**config.mk**
```make
export PLATFORM = sky130hd
export DESIGN_NAME = stage_4_mem
export DESIGN_NICKNAME = d
export VERILOG_FILES = /design/src/rtl/stage_4_mem.sv
export SDC_FILE = /design/constraint.sdc
export NUM_CORES = 1
export LEC_CHECK = 0
export ABC_CLOCK_PERIOD_IN_PS = 3800
export CAP_MARGIN = 10
export CORE_MARGIN = 4
export CORE_UTILIZATION = 48
export DETAILED_ROUTE_END_ITERATION = 8
export GPL_ROUTABILITY_DRIVEN = 0
export GPL_TIMING_DRIVEN = 0
export HOLD_SLACK_MARGIN = 0.06
export PLACE_DENSITY_LB_ADDON = 0.25
export SYNTH_ARGS = -nofsm -noshare
export SYNTH_HDL_FRONTEND = slang
export SYNTH_SLANG_ARGS = --single-unit
```
**constraint.sdc**
```tcl
create_clock -name clk -period 3.8 [get_ports clk]
set_clock_uncertainty 0.1 [all_clocks]
set_input_delay 0.76 -clock clk [delete_from_list [all_inputs] [get_ports clk]]
set_output_delay 0.76 -clock clk [all_outputs]
set_load 0.02 [all_outputs]
```
**src/rtl/stage_4_mem.sv**
```systemverilog
`default_nettype none
// +----------------------------------------------------------------------------+
// | Module      : stage_4_mem                                                  |
// | Description : Pipeline MEM stage: load data extraction, final result and   |
// |               forwarding bus, with SRAM read data retained across stalls.  |
// | Revision    : 1.0 - initial release                                        |
// +----------------------------------------------------------------------------+
module stage_4_mem (
  input  logic        clk,
  input  logic        reset,
  input  logic        valid_3,
  output logic        allow_4,
  input  logic [73:0] stage_3_to_4,
  input  logic [31:0] data_sram_rdata,
  output logic        valid_4,
  input  logic        allow_5,
  output logic [69:0] stage_4_to_5,
  output logic        mem_fwd_we,
  output logic [4:0]  mem_fwd_dest,
  output logic [31:0] mem_fwd_data
);

  localparam logic c_ready_go = 1'b1;

  logic        r_valid;
  logic [73:0] r_bus;
  logic [31:0] r_rdata_buf;
  logic        r_rdata_held;
  logic        r_first_cyc;

  logic [2:0]  w_mem_op;
  logic        w_res_from_mem;
  logic        w_rf_we;
  logic [4:0]  w_dest;
  logic [31:0] w_alu_result;
  logic [31:0] w_pc;
  logic [1:0]  w_off;
  logic [31:0] w_rdata_eff;
  logic [7:0]  w_byte;
  logic [15:0] w_half;
  logic [31:0] w_load_data;
  logic [31:0] w_final_result;
  logic        w_enter;

  assign w_mem_op       = r_bus[73:71];
  assign w_res_from_mem = r_bus[70];
  assign w_rf_we        = r_bus[69];
  assign w_dest         = r_bus[68:64];
  assign w_alu_result   = r_bus[63:32];
  assign w_pc           = r_bus[31:0];
  assign w_off          = w_alu_result[1:0];

  assign allow_4 = !r_valid | (c_ready_go & allow_5);
  assign valid_4 = r_valid & c_ready_go;
  assign w_enter = valid_3 & allow_4;

  always_ff @(posedge clk) begin
    if (reset) begin
      r_valid      <= 1'b0;
      r_bus        <= 74'b0;
      r_rdata_buf  <= 32'b0;
      r_rdata_held <= 1'b0;
      r_first_cyc  <= 1'b0;
    end else begin
      if (allow_4) begin
        r_valid <= valid_3;
      end
      if (w_enter) begin
        r_bus        <= stage_3_to_4;
        r_first_cyc  <= 1'b1;
        r_rdata_held <= 1'b0;
      end else begin
        r_first_cyc <= 1'b0;
        // SRAM data is only presented in the first cycle; keep it if WB stalls us
        if (r_valid & r_first_cyc & !allow_5) begin
          r_rdata_buf  <= data_sram_rdata;
          r_rdata_held <= 1'b1;
        end else if (r_valid & allow_5) begin
          r_rdata_held <= 1'b0;
        end
      end
    end
  end

  assign w_rdata_eff = r_rdata_held ? r_rdata_buf : data_sram_rdata;
  assign w_half      = w_off[1] ? w_rdata_eff[31:16] : w_rdata_eff[15:0];

  always_comb begin
    w_byte = w_rdata_eff[7:0];
    case (w_off)
      2'd1:    w_byte = w_rdata_eff[15:8];
      2'd2:    w_byte = w_rdata_eff[23:16];
      2'd3:    w_byte = w_rdata_eff[31:24];
      default: w_byte = w_rdata_eff[7:0];
    endcase
  end

  always_comb begin
    w_load_data = w_rdata_eff;
    case (w_mem_op)
      3'b001:  w_load_data = {{24{w_byte[7]}}, w_byte};
      3'b101:  w_load_data = {24'b0, w_byte};
      3'b010:  w_load_data = {{16{w_half[15]}}, w_half};
      3'b110:  w_load_data = {16'b0, w_half};
      default: w_load_data = w_rdata_eff;
    endcase
  end

  assign w_final_result = w_res_from_mem ? w_load_data : w_alu_result;

  // rf_we leaves ungated; WB qualifies it with its own valid
  assign stage_4_to_5 = {w_rf_we, w_dest, w_final_result, w_pc};
  assign mem_fwd_we   = r_valid & w_rf_we;
  assign mem_fwd_dest = w_dest;
  assign mem_fwd_data = w_final_result;

endmodule
`default_nettype wire

```
==> insert_results.sql, run 1 <==
INSERT INTO impl_metrics (metric_group, metric, value, unit) VALUES
('outcome', 'run_status', 'finished with violations', ''),
('outcome', 'violated_checks', 'setup timing', ''),
('setup_path', 'reg2regPathDepth', '6', ''),
('yosys', 'ys.warnings.count', '0', ''),
('cts', 'cts_htree_levels', '3', ''),
('run', 'max_cap_violations', '0', ''),
('global_routing', 'grt_antenna_before_repair', '0', ''),
('cells_and_area', 'final_layout_size_suffix_gt1_share', '21.2', '%'),
('timing', 'post-route-worst-setup-slack', '-0.0386', 'ns'),
('cts', 'worst_setup_hold_path_clk_slew', '0.07', 'ns'),
('setup_path', 'critical_path.startpoint', 'data_sram_rdata[7]', ''),
('cts', 'clock_tree.root_cell', 'sky130_fd_sc_hd__clkbuf_16', ''),
('global_routing', 'global_route_usage_sum', '27.5', '%'),
('global_routing', 'largest_net_degree_at_the_start_of_global_routing', '18', ''),
('setup_path', 'critical_path_peak_fanout', '6', ''),
('yosys', 'syn_inst', '610', ''),
('die', 'placement_rows', '39', ''),
('cts', 'cts_tree', 'yes', ''),
('die', 'pin_count', '220', ''),
('cts', 'cts_made_buffers', '9', ''),
('cells_and_area', 'stdcell_area', '8560', 'um2'),
('route', 'highest_layer', 'met4', ''),
('setup_path', 'worst-endpoint-required', '2.94', 'ns'),
('yosys', 'synth.ff_latch_count', '109', ''),
('setup_path', 'timing.critical_path.depth', '10', ''),
('yosys', 'synth-seq-area-share', '38.7', '%'),
('timing', 'maxSlewHeadroom', '49.5', '%'),
('pwr', 'p_sw', '0.900', 'mW'),
('setup_path', 'timing.critical_path.buf_inv', '6', ''),
('route', 'avgRoutedWirePerCell', '19.6', 'um'),
('yosys', 'postSynthAreaPerCell', '9.25', 'um2'),
('yosys', 'post-synth-top-area-cell', 'sky130_fd_sc_hd__dfxtp_1', ''),
('route', 'detail_route.vias_per_cell', '5.72', ''),
('route', 'wire_length_on_met2', '9630', 'um'),
('cells_and_area', 'antennaDiodeCount', '0', ''),
('place', 'placed_cells_incl_taps', '971', ''),
('setup_path', 'setup.reg_to_reg.worst_slack', '1.82', 'ns'),
('cells_and_area', 'regArea', '2180', 'um2'),
('setup_path', 'worst_setup_path_endpoint', 'stage_4_to_5[63]', ''),
('cells_and_area', 'final.fill_count', '803', ''),
('timing', 'hold_violations', '0', ''),
('pwr', 'power_switching_share', '28.6', '%'),
('cts', 'cts_buffer_depth', '2', ''),
('die', 'die_width', '116', 'um'),
('yosys', 'synthArstFlopShare', '0', '%'),
('route', 'wirelength', '19500', 'um'),
('cts', 'post_cts_hold_buffer_count', '0', ''),
('setup_path', 'cpMaxStageDelayCell', 'sky130_fd_sc_hd__clkdlybuf4s50_1', ''),
('timing', 'setup_viol', '7', ''),
('global_routing', 'grt_remaining_overflow', '0', ''),
('global_routing', 'grt_pass1_wl', '28700', 'um'),
('cells_and_area', 'finalNonFillerCells', '992', ''),
('pwr', 'p_comb_share', '28.4', '%'),
('setup_path', 'end_kind', 'primary output', ''),
('route', 'drcViolationCount', '0', ''),
('cells_and_area', 'fin_nets', '954', ''),
('die', 'floorplan.initialDensity', '49.2', '%'),
('timing', 'fin_crit', '3.84', 'ns'),
('yosys', 'ys_types', '43', ''),
('pwr', 'p_per_area', '368', 'nW/um2'),
('pwr', 'ir_drop', '0.000243', 'V'),
('pwr', 'seqPwrFrac', '39.1', '%'),
('place', 'post-place-ws', '-0.387', 'ns'),
('pwr', 'share_clk_of_total_power', '32.5', '%'),
('die', 'core_region_area', '11500', 'um2'),
('setup_path', 'crit-reg2reg-capture', 'r_rdata_buf[8]', ''),
('setup_path', 'cp_cell_sequence', 'clkdlybuf4s50_1 -> mux2i_1 -> a211oi_2 -> buf_4 -> a21oi_4 -> buf_12 -> buf_4 -> a31oi_1 -> buf_4 -> clkdlybuf4s15_1', ''),
('route', 'met3WireLength', '1890', 'um'),
('cts', 'clk-insertion-delay-late', '0.35', 'ns'),
('place', 'detailed_place_hpwl', '14700', 'um'),
('yosys', 'post-synth-top-area-fraction', '38.7', '%');
area by class of cell:
type	instances	share of cell area (%)
repair buffers	223	26.0
clock inverters	6	1.01
flip-flops and latches	109	25.5
clock buffers	10	2.79
plain buffers	126	9.53
well taps	143	2.09
multi-input cells	371	32.9
inverters	4	0.175
power groups by stage:
stage               logic [mW]  clock network [mW]  registers [mW]
finish                   0.896                1.02            1.23
global route             0.944                1.07            1.24
CTS                      0.884                1.03            1.23
detailed placement       0.881                   0            1.26
global placement         0.867                   0            1.25
floorplan                0.475                   0            1.25
worst min path at each step:
stage,from,end,slack (ns),cells past startpoint
finish,r_rdata_buf[16],r_rdata_buf[16],0.36,2
global route,r_rdata_buf[1],r_rdata_buf[1],0.37,2
CTS,r_rdata_buf[1],r_rdata_buf[1],0.36,2
detailed placement,r_rdata_buf[1],r_rdata_buf[1],0.35,2
global placement,r_rdata_buf[0],r_rdata_buf[0],0.34,2
floorplan,r_rdata_buf[0],r_rdata_buf[0],0.33,2
worst register-to-register path, cell delays in order, from the launching register on:
cell	delay, ns
sky130_fd_sc_hd__dfxtp_1	0.36
sky130_fd_sc_hd__nor2b_1	0.25
sky130_fd_sc_hd__and2_1	0.16
sky130_fd_sc_hd__clkbuf_1	0.22
sky130_fd_sc_hd__clkbuf_1	0.49
sky130_fd_sc_hd__nand2_1	0.15
sky130_fd_sc_hd__a21oi_1	0.17
Yosys cell counts (4+ instances only):
master and count:
sky130_fd_sc_hd__clkbuf_1 30, sky130_fd_sc_hd__nand2_1 90, sky130_fd_sc_hd__a22oi_1 4, sky130_fd_sc_hd__mux2_2 18, sky130_fd_sc_hd__nor2b_1 5, sky130_fd_sc_hd__a31oi_2 10
sky130_fd_sc_hd__buf_2 14, sky130_fd_sc_hd__inv_1 4, sky130_fd_sc_hd__a21oi_1 50, sky130_fd_sc_hd__a22o_1 75, sky130_fd_sc_hd__a31oi_1 9, sky130_fd_sc_hd__buf_4 79
sky130_fd_sc_hd__mux4_2 13, sky130_fd_sc_hd__nand3_1 5, sky130_fd_sc_hd__nor2_1 34, sky130_fd_sc_hd__dfxtp_1 109, sky130_fd_sc_hd__nand2b_1 9, sky130_fd_sc_hd__mux2i_1 20
sky130_fd_sc_hd__a41oi_1 4
per-layer routing:
metal | up-vias | track usage [%]
met5 | - | 0
met4 | 0 | 11.7
met3 | 56 | 6.74
met2 | 349 | 46.4
met1 | 2686 | 33.6
li1 | 2579 | -
per-stage QoR:
step / TNS, ns / total power, mW / hold slack [ns] / util [%]
floorplan: 0 / 1.72 / 0.333 / -
global placement: -8.29 / 2.12 / 0.341 / 69.8
detailed placement: -10.43 / 2.14 / 0.348 / 69.8
CTS: -0.0378 / 3.14 / 0.358 / 73.7
global route: -0.201 / 3.25 / 0.371 / 74.6
finish: -0.177 / 3.15 / 0.358 / 74.6
sequential cells by signal, summed over array words and instances, names as in the netlist:
| name | count |
|---|---|
| valid_4 | 1 |
| r_rdata_buf | 32 |
| r_rdata_held | 1 |
| r_first_cyc | 1 |
| r_bus | 74 |
logic make-up after synthesis:
kind of cell | share of synthesized area (%)
buffers and inverters | 14.5
AOI/OAI and AO/OA | 23.1
and+or+nand+nor | 11.3
xor gates and xnor gates | 0.155
DFF | 38.7
muxes | 12.3
cell usage in the layout, fill, tap and decap left out, types with 8 or more instances in the layout:
cell type and n:
sky130_fd_sc_hd__a21oi_1 48, sky130_fd_sc_hd__a22o_1 75, sky130_fd_sc_hd__a31oi_2 13, sky130_fd_sc_hd__buf_2 13, sky130_fd_sc_hd__buf_4 81, sky130_fd_sc_hd__clkbuf_1 30
sky130_fd_sc_hd__clkbuf_16 9, sky130_fd_sc_hd__clkdlybuf4s50_1 173, sky130_fd_sc_hd__dfxtp_1 109, sky130_fd_sc_hd__dlygate4sd2_1 33, sky130_fd_sc_hd__dlymetal6s2s_1 8, sky130_fd_sc_hd__mux2_2 18
sky130_fd_sc_hd__mux2i_1 18, sky130_fd_sc_hd__mux4_2 13, sky130_fd_sc_hd__nand2_1 88, sky130_fd_sc_hd__nand2b_1 9, sky130_fd_sc_hd__nor2_1 33
timing repair:
action,4_1_cts,5_1_grt
setup endpoints to repair,48,26
gates resized for setup,55,24
hold endpoints to repair,0,0
gates cloned,1,0
buffers inserted,3,1
pin swaps,1,0
Note: power is estimated with default switching activity, not from simulation.
==> inputs of run 2 (changes only) <==
--- a/config.mk
+++ b/config.mk
@@ -8,12 +8,13 @@
 export ABC_CLOCK_PERIOD_IN_PS = 3800
 export CAP_MARGIN = 10
 export CORE_MARGIN = 4
-export CORE_UTILIZATION = 48
+export CORE_UTILIZATION = 30
 export DETAILED_ROUTE_END_ITERATION = 8
 export GPL_ROUTABILITY_DRIVEN = 0
 export GPL_TIMING_DRIVEN = 0
 export HOLD_SLACK_MARGIN = 0.06
 export PLACE_DENSITY_LB_ADDON = 0.25
+export RECOVER_POWER = 50
 export SYNTH_ARGS = -nofsm -noshare
 export SYNTH_HDL_FRONTEND = slang
 export SYNTH_SLANG_ARGS = --single-unit
==> insert_results.sql, run 2 (synthesis gave the netlist of run 1 again) <==
INSERT INTO impl_metrics (metric_group, metric, value, unit) VALUES
('timing', 'max_freq', '0.263', 'GHz'),
('cells_and_area', 'fin_nets', '954', ''),
('die', 'core_region_area', '18200', 'um2'),
('place', 'number_of_buffers_inserted_by_port_buffering', '218', ''),
('timing', 'maxSlewHeadroom', '39.2', '%'),
('cts', 'post_cts_hold_buffer_count', '0', ''),
('pwr', 'pleak', '3.59', 'nW'),
('global_routing', 'met3_track_demand_over_resource', '4.74', '%'),
('cells_and_area', 'final_layout_size_suffix_gt1_share', '21.0', '%'),
('cts', 'cts_htree_levels', '3', ''),
('cts', 'cts_made_buffers', '9', ''),
('die', 'height_of_the_die', '145', 'um'),
('min_path', 'hold_path_class', 'reg2reg', ''),
('pwr', 'p_per_area', '366', 'nW/um2'),
('timing', 'rsz0062_at_grt', 'yes', ''),
('place', 'placed_cells_incl_taps', '1057', ''),
('run', 'max_cap_violations', '0', ''),
('cells_and_area', 'finalNonFillerCells', '1079', ''),
('cts', 'cts_buffer_depth', '2', ''),
('outcome', 'violated_checks', 'setup timing', ''),
('die', 'full_die_area', '21100', 'um2'),
('place', 'post-place-ws', '-0.363', 'ns'),
('timing', 'hold_violations', '0', ''),
('global_routing', 'largest_net_degree_at_the_start_of_global_routing', '19', ''),
('timing', 'worst_max_slew_pin_slew', '0.910', 'ns'),
('cells_and_area', 'largest_register_ff_count', '74', ''),
('cts', 'clk-insertion-delay-late', '0.35', 'ns'),
('cells_and_area', 'stdcell_area', '8630', 'um2'),
('setup_path', 'worst-endpoint-required', '2.94', 'ns'),
('cells_and_area', 'reg.largest.list', 'r_bus: 74 flops, r_rdata_buf: 32 flops', ''),
('place', 'cell_area_reported_after_detailed_placement', '8110', 'um2'),
('timing', 'hold-worst-slack', '0.358', 'ns'),
('timing', 'post-route-worst-setup-slack', '-0.00830', 'ns'),
('die', 'floorplan.initialDensity', '31.0', '%'),
('route', 'drcViolationCount', '0', ''),
('setup_path', 'worst_ep_arrival_time', '2.95', 'ns'),
('cts', 'cts_tree', 'yes', ''),
('route', 'avgRoutedWirePerCell', '18.5', 'um'),
('route', 'detail_route.vias_per_cell', '4.97', ''),
('route', 'drtAntennaViolNets', '0', ''),
('cts', 'worst_setup_hold_path_clk_slew', '0.07', 'ns'),
('cells_and_area', 'most_frequent_cells_in_the_layout', 'sky130_fd_sc_hd__clkdlybuf4s50_1 (138), sky130_fd_sc_hd__dfxtp_1 (109), sky130_fd_sc_hd__nand2_1 (89)', ''),
('setup_path', 'end_kind', 'primary output', ''),
('global_routing', 'first_global_vias', '5361', ''),
('min_path', 'number_of_cells_traversed_by_the_worst_hold_path', '2', ''),
('timing', 'setup_viol', '1', ''),
('setup_path', 'criticalPathCategory', 'reg2out', ''),
('setup_path', 'startpoint_type', 'flip-flop', ''),
('global_routing', 'grt_remaining_overflow', '0', ''),
('global_routing', 'gr-max-usage-layer', 'met2', ''),
('cts', 'clock_tree.root_cell', 'sky130_fd_sc_hd__clkbuf_16', ''),
('route', 'dr.first_iter.drc_count', '369', ''),
('global_routing', 'global_route_usage_sum', '18.5', '%'),
('cells_and_area', 'final_common_cell', 'sky130_fd_sc_hd__clkdlybuf4s50_1', ''),
('global_routing', 'grt_pass1_wl', '30700', 'um'),
('cells_and_area', 'syn2layout_area_growth', '52.9', '%'),
('setup_path', 'reg2regPathDepth', '6', ''),
('timing', 'fin_crit', '3.81', 'ns'),
('route', 'route.vias.total', '5361', ''),
('setup_path', 'critical_path_peak_fanout', '8', ''),
('cts', 'clock-sinks', '109', ''),
('place', 'detailed_place_hpwl', '15400', 'um'),
('global_routing', 'global_route.usage.met2', '29.8', '%'),
('global_routing', 'grt_antenna_before_repair', '1', ''),
('die', 'die_width', '145', 'um'),
('pwr', 'power.total', '3.16', 'mW'),
('die', 'pin_count', '220', ''),
('die', 'placement_rows', '49', ''),
('route', 'wirelength', '20000', 'um'),
('route', 'first_pass_iters', '4', ''),
('outcome', 'run_status', 'finished with violations', ''),
('timing', 'post-route-period-util', '100', '%'),
('timing', 'report.final.slew_viol_count', '0', ''),
('cells_and_area', 'registers.top_by_ff_count', 'r_bus', ''),
('pwr', 'ir_drop', '0.000203', 'V'),
('global_routing', 'globalRouteMet1Util', '24.2', '%');
==> run 2: layer usage <==
layer / share of wire [%] / routed length (um)
met1: 44 / 8740
met2: 47 / 9340
met3: 7.1 / 1410
met4: 2.5 / 491
met5: 0 / 0
==> run 2: repair_timing <==
action / 4_1_cts / 5_1_grt
endpoints found under the setup margin: 49 / 39
cloned: 1 / 0
resized for setup: 37 / 26
pin swaps: 3 / 0
setup buffers: 4 / 1
hold endpoints to repair: 0 / 0
==> run 2: path summary, 6_finish.rpt <==
path             startpoint                to  slack (ns)
max               r_bus[72]  stage_4_to_5[49]      -0.008
min          r_rdata_buf[9]    r_rdata_buf[9]        0.36
max reg2reg         valid_4         r_bus[40]        1.46
min reg2reg  r_rdata_buf[9]    r_rdata_buf[9]        0.36
==> run 2: metrics by stage <==
| stage | utilization, % | setup TNS (ns) |
|---|---|---|
| 6_report | 47.4 | -0.00830 |
| 3_5_place_dp | 44.5 | -10.22 |
| 3_3_place_gp | 44.5 | -10.52 |
| 2_1_floorplan | - | 0 |
| 4_1_cts | 46.9 | -0.0704 |
| 5_1_grt | 47.4 | -0.516 |
==> run 2: final cells by class <==
| type | count | area [um2] |
|---|---|---|
| repair buffers | 224 | 2220 |
| well taps | 229 | 287 |
| flip-flops and latches | 109 | 2180 |
| clock inverters | 7 | 97.6 |
| diodes | 1 | 2.50 |
| plain buffers | 125 | 812 |
| multi-input cells | 371 | 2790 |
| fillers | 1749 | 9580 |
| inverters | 4 | 15.0 |
| clock buffers | 9 | 225 |
==> run 2: worst max-delay path, stage by stage, from the launching register on <==
cell	delay, ns
sky130_fd_sc_hd__dfxtp_1	0.38
sky130_fd_sc_hd__nor2b_1	0.75
sky130_fd_sc_hd__and3b_1	0.31
sky130_fd_sc_hd__a21oi_4	0.08
sky130_fd_sc_hd__a31oi_1	0.31
sky130_fd_sc_hd__buf_4	0.16
sky130_fd_sc_hd__clkdlybuf4s50_1	0.59
==> run 2: power by group <==
group / internal, mW / switching [mW]
sequential: 1.20 / 0.0314
combinational: 0.449 / 0.429
clock: 0.582 / 0.468
